`config.mk`:
```
export PLATFORM = sky130hd
export DESIGN_NAME = clk_step_ctrl
export DESIGN_NICKNAME = d
export VERILOG_FILES = /design/src/rtl/clk_step_ctrl.sv
export SDC_FILE = /design/constraint.sdc
export NUM_CORES = 1
export LEC_CHECK = 0
export CAP_MARGIN = 20
export CORE_UTILIZATION = 35
export DETAILED_ROUTE_END_ITERATION = 10
export PLACE_DENSITY_LB_ADDON = 0.25
export SLEW_MARGIN = 30
export SYNTH_ARGS = -nofsm -noshare
export SYNTH_HDL_FRONTEND = slang
export SYNTH_SLANG_ARGS = --single-unit
```
`constraint.sdc`:
```
create_clock -name clk_in -period 3.5 [get_ports clk_in]
set_clock_uncertainty 0.1 [all_clocks]
set_input_delay 0.525 -clock clk_in [delete_from_list [all_inputs] [get_ports clk_in]]
set_output_delay 0.525 -clock clk_in [all_outputs]
set_load 0.05 [all_outputs]
```
`src/rtl/clk_step_ctrl.sv`:
```
// Clock-enable stepper: free-run, halt, or N-cycle bursts on a step edge.
// Optional address breakpoint enabled by defining CLK_STEP_BREAK_EN.
module clk_step_ctrl #(
  parameter int CNT_W  = 8,
  parameter int CYC_W  = 32,
  parameter int ADDR_W = 16
) (
  input  logic              clk_in,
  input  logic              rst_n,
  input  logic              active,
  input  logic              step,
  input  logic [CNT_W-1:0]  step_count,
  input  logic [ADDR_W-1:0] addr,
  input  logic [ADDR_W-1:0] bp_addr,
  input  logic              bp_en,
  output logic              clk_en,
  output logic              halted,
  output logic [CNT_W-1:0]  cycles_left,
  output logic [CYC_W-1:0]  cycle_cnt
);

  typedef enum logic [1:0] {
    FREE  = 2'd0,
    HALT  = 2'd1,
    BURST = 2'd2
  } state_t;

  state_t           state, state_n;
  logic [CNT_W-1:0] cl_n;
  logic [CNT_W-1:0] cl_load;
  logic             step_d;
  logic             step_edge;
  logic             bp_hit;

`ifdef CLK_STEP_BREAK_EN
  assign bp_hit = bp_en && (addr == bp_addr);
`else
  logic unused_bp;
  assign unused_bp = ^{addr, bp_addr, bp_en};
  assign bp_hit    = 1'b0;
`endif

  assign step_edge = step && !step_d;
  assign cl_load   = (step_count == '0) ?
                     {{(CNT_W-1){1'b0}}, 1'b1} : step_count;

  assign clk_en = (state != HALT);
  assign halted = (state == HALT);

  always_comb begin
    state_n = state;
    cl_n    = cycles_left;
    unique case (state)
      FREE: begin
        cl_n = '0;
        if (active) state_n = HALT;
      end
      HALT: begin
        cl_n = '0;
        if (!active) begin
          state_n = FREE;
        end else if (step_edge) begin
          state_n = BURST;
          cl_n    = cl_load;
        end
      end
      BURST: begin
        if (!active) begin
          state_n = FREE;
          cl_n    = '0;
        end else if (bp_hit) begin
          state_n = HALT;
          cl_n    = '0;
        end else if (cycles_left <= 1) begin
          // last enabled cycle of the burst; never wraps below zero
          state_n = HALT;
          cl_n    = '0;
        end else begin
          cl_n = cycles_left - 1'b1;
        end
      end
      default: begin
        state_n = FREE;
        cl_n    = '0;
      end
    endcase
  end

  always_ff @(posedge clk_in) begin
    if (!rst_n) begin
      state       <= FREE;
      cycles_left <= '0;
      cycle_cnt   <= '0;
      // held-high step through reset must not look like an edge
      step_d      <= 1'b1;
    end else begin
      state       <= state_n;
      cycles_left <= cl_n;
      step_d      <= step;
      if (clk_en) cycle_cnt <= cycle_cnt + 1'b1;
    end
  end

endmodule

```
==> impl_metrics.tcl <==
set metrics [dict create \
    status "complete, no violations" \
    synthesis.area_mm2 0.00215 \
    area_growth_pct 31.6 \
    syn_inst 244 \
    fp.coreArea_mm2 0.00592 \
    numCtsBuffers 5 \
    vias 1988 \
    worstMarginPinSlew_ns 0.702 \
    rr_endpoint "cycle_cnt[27]$_SDFFE_PN0N_" \
    seq_area_frac_synth_pct 40.1 \
    r2r_cells 7 \
    grt_antenna_before_repair 0 \
    r2r_setup_slack_ns 0.79 \
    syn_area_per_cell_um2 8.80 \
    start_util_pct 36.3 \
    hold_viol 0 \
    drv_slew 0 \
    clock_latency_ns 0.29 \
    yosys-top-cells-area "dfxtp_1 40%, xor2_1 5.3%, a21oi_1 4.4%, ha_1 4.1%, nor2_1 3.7%" \
    grt_util_met1_pct 20.6 \
    drive_gt1_share_pct 4.38 \
    fp.dieArea_mm2 0.00645 \
    cap_violations 0 \
    regToRegStartpoint "state[1]$_SDFFE_PN0P_" \
    layout.nets 348 \
    pre_cts_ws_ns 0.744 \
    synth_top_area_share_pct 40.1 \
    async_reset_ff_share_pct 0 \
    cts_resized 0 \
    arrival_ns 2.84 \
    grt_use_met3_pct 4.20 \
    drt_iter0_drc 49 \
    clkTransAtPathRegs_ns 0.08 \
    drc 0 \
    min_from "cycle_cnt[31]$_SDFFE_PN0N_" \
    worst_setup_path_end_kind "flip-flop" \
    ys_warn_count 0 \
    synth_seq_cells 43 \
    post-cts-setup-buffer-count 0 \
    syn-num-nets 296 \
    gp_congestion 0.759 \
    post-route-period-util_pct 77.5 \
    antennaDiodeCount 0 \
    timing.fmax_mhz 369 \
    worstSetupStartpointType "flip-flop" \
    cp.required_ns 3.63 \
    grt_usage_pct 15.5 \
    ios 87 \
    synth_enable_flop_cells 0 \
    yosys_most_used_dff "dfxtp_1" \
    synth_cell_type_count 40 \
    grt_max_degree 30 \
    maxSlewHeadroom_pct 52.6 \
    htree_levels 2 \
    holdWs_ns 0.387 \
    wl_per_cell_um 13.0 \
    cts_root_buffer "clkbuf_8" \
    grt_pass1_wl_um 7890 \
    fin_crit_ns 2.71 \
    min_to "cycle_cnt[31]$_SDFFE_PN0N_" \
    cts_buffer_depth 2 \
    dieHeight_um 80.3 \
    crit_type "flip-flop to flip-flop" \
    yosysTopAreaCell "dfxtp_1" \
    grt-ovfl-total 0 \
    dr.pass1.iters 4 \
    core.rowCount 28 \
    wl_um 4850 \
    met2_usage_pct 24.8 \
    dp_hpwl_um 3450 \
    hp-class "flip-flop to flip-flop" \
    fillers 587 \
    grt_pass1_vias 1719 \
    ir_worst_vdd_mv 0.258 \
    rsz0062_at_grt "false" \
    grt_busiest_layer "met2" \
    die_w_um 80.3 \
    whs_path_depth 2 \
    hold_buffers 0 \
    ant_nets 0 \
    clkSinkCount 43 \
    leakage_nw 0.953 \
    tns_ns 0 \
    worst_slack_ns 0.787 \
    viasPerCell 5.34 \
    cts_tree "yes" \
    p_per_area_mw_per_mm2 352 \
    critPathMaxFanout 17 \
    setup_violations 0 \
    port_buffers 53 \
]
-- synth_stat cells (6+ instances only) --
cell	instances
a21oi_1	19
and3_1	6
clkbuf_1	6
dfxtp_1	43
ha_1	7
inv_1	10
nand2_1	17
nand3_1	7
nand4_1	9
nor2_1	21
o21ai_0	10
o31ai_1	10
or3_1	8
or4_1	9
xor2_1	13
-- how the worst max path moves through the flow --
stage	slack, ns	end	from	cells past startpoint
2_1_floorplan	1.04	cycle_cnt[30]$_SDFFE_PN0N_	state[1]$_SDFFE_PN0P_	9
3_3_place_gp	0.81	cycle_cnt[29]$_SDFFE_PN0N_	state[1]$_SDFFE_PN0P_	7
3_5_place_dp	0.74	cycle_cnt[27]$_SDFFE_PN0N_	state[1]$_SDFFE_PN0P_	7
4_1_cts	0.73	cycle_cnt[27]$_SDFFE_PN0N_	state[1]$_SDFFE_PN0P_	7
5_1_grt	0.51	cycle_cnt[31]$_SDFFE_PN0N_	state[1]$_SDFFE_PN0P_	7
6_report	0.79	cycle_cnt[27]$_SDFFE_PN0N_	state[1]$_SDFFE_PN0P_	7
-- kinds of logic (layout without fill, tap and decap cells) --
family                   count (synthesis)  after routing  share of synthesized area (%)
AND/OR/NAND/NOR                        101            101                           26.3
AO/OA/AOI/OAI                           54             54                           17.6
flip-flops                              43             43                           40.1
buffers and inverters                   20             73                           3.73
XOR/XNOR                                16             16                           6.53
adder cells (fa/ha/maj)                  7              7                           4.08
multiplexers                             3              3                           1.63
-- metal layers --
| metal | vias to the layer above | wire, um |
|---|---|---|
| li1 | 1008 | - |
| met3 | 5 | 248 |
| met2 | 40 | 2110 |
| met5 | - | 0 |
| met4 | 0 | 43 |
| met1 | 935 | 2450 |
-- worst max-delay path: stages (launching register included) --
cell and delay [ns]:
dfxtp_1 0.36, inv_1 0.08, ha_1 0.18, buf_4 0.17
and4b_1 0.37, nand4_1 0.56, or4_1 0.69, a21oi_1 0.14
-- registers in the layout (all words and copies together) (netlist names) --
register	count
cycles_left	8
state	2
cycle_cnt	32
step_d	1
-- where the power goes --
| group | total [mW] | internal [mW] | switching [mW] |
|---|---|---|---|
| clock network | 0.307 | 0.140 | 0.167 |
| logic | 0.173 | 0.0693 | 0.103 |
| registers | 0.514 | 0.502 | 0.0122 |
| total | 0.994 | 0.711 | 0.283 |
-- final cells by class --
class | instances | area [um^2] | area share (%)
multi-input combinational | 181 | 1210 | 42.7
inverter | 10 | 37.5 | 1.33
tap | 75 | 93.8 | 3.32
clock buffer | 7 | 76.3 | 2.70
sequential | 43 | 861 | 30.5
timing repair buffer | 55 | 546 | 19.3
clock inverter | 1 | 5.00 | 0.177
-- cell usage in the layout (no fill, tap or decap), types with 3 or more instances in the layout --
cell type	count
clkdlybuf4s50_1	53
dfxtp_1	43
nor2_1	21
a21oi_1	19
nand2_1	17
xor2_1	13
inv_1	10
o31ai_1	10
o21ai_0	10
nand4_1	9
or4_1	9
or3_1	8
nand3_1	7
ha_1	7
and3_1	6
nand2b_1	5
clkbuf_8	5
and4_1	4
nor4_1	3
o311ai_0	3
xnor2_1	3
a22oi_1	3
-- metrics by stage --
step / total power, mW / instances / utilization, % / instance area, um^2
floorplan: 0.642 / 244 / - / 2150
global placement: 0.699 / 364 / 46.3 / 2740
detailed placement: 0.698 / 364 / 46.3 / 2740
CTS: 1.01 / 372 / 47.7 / 2830
global route: 1.04 / 372 / 47.7 / 2830
finish: 0.994 / 372 / 47.7 / 2830
(Power assumes the default switching activity.)
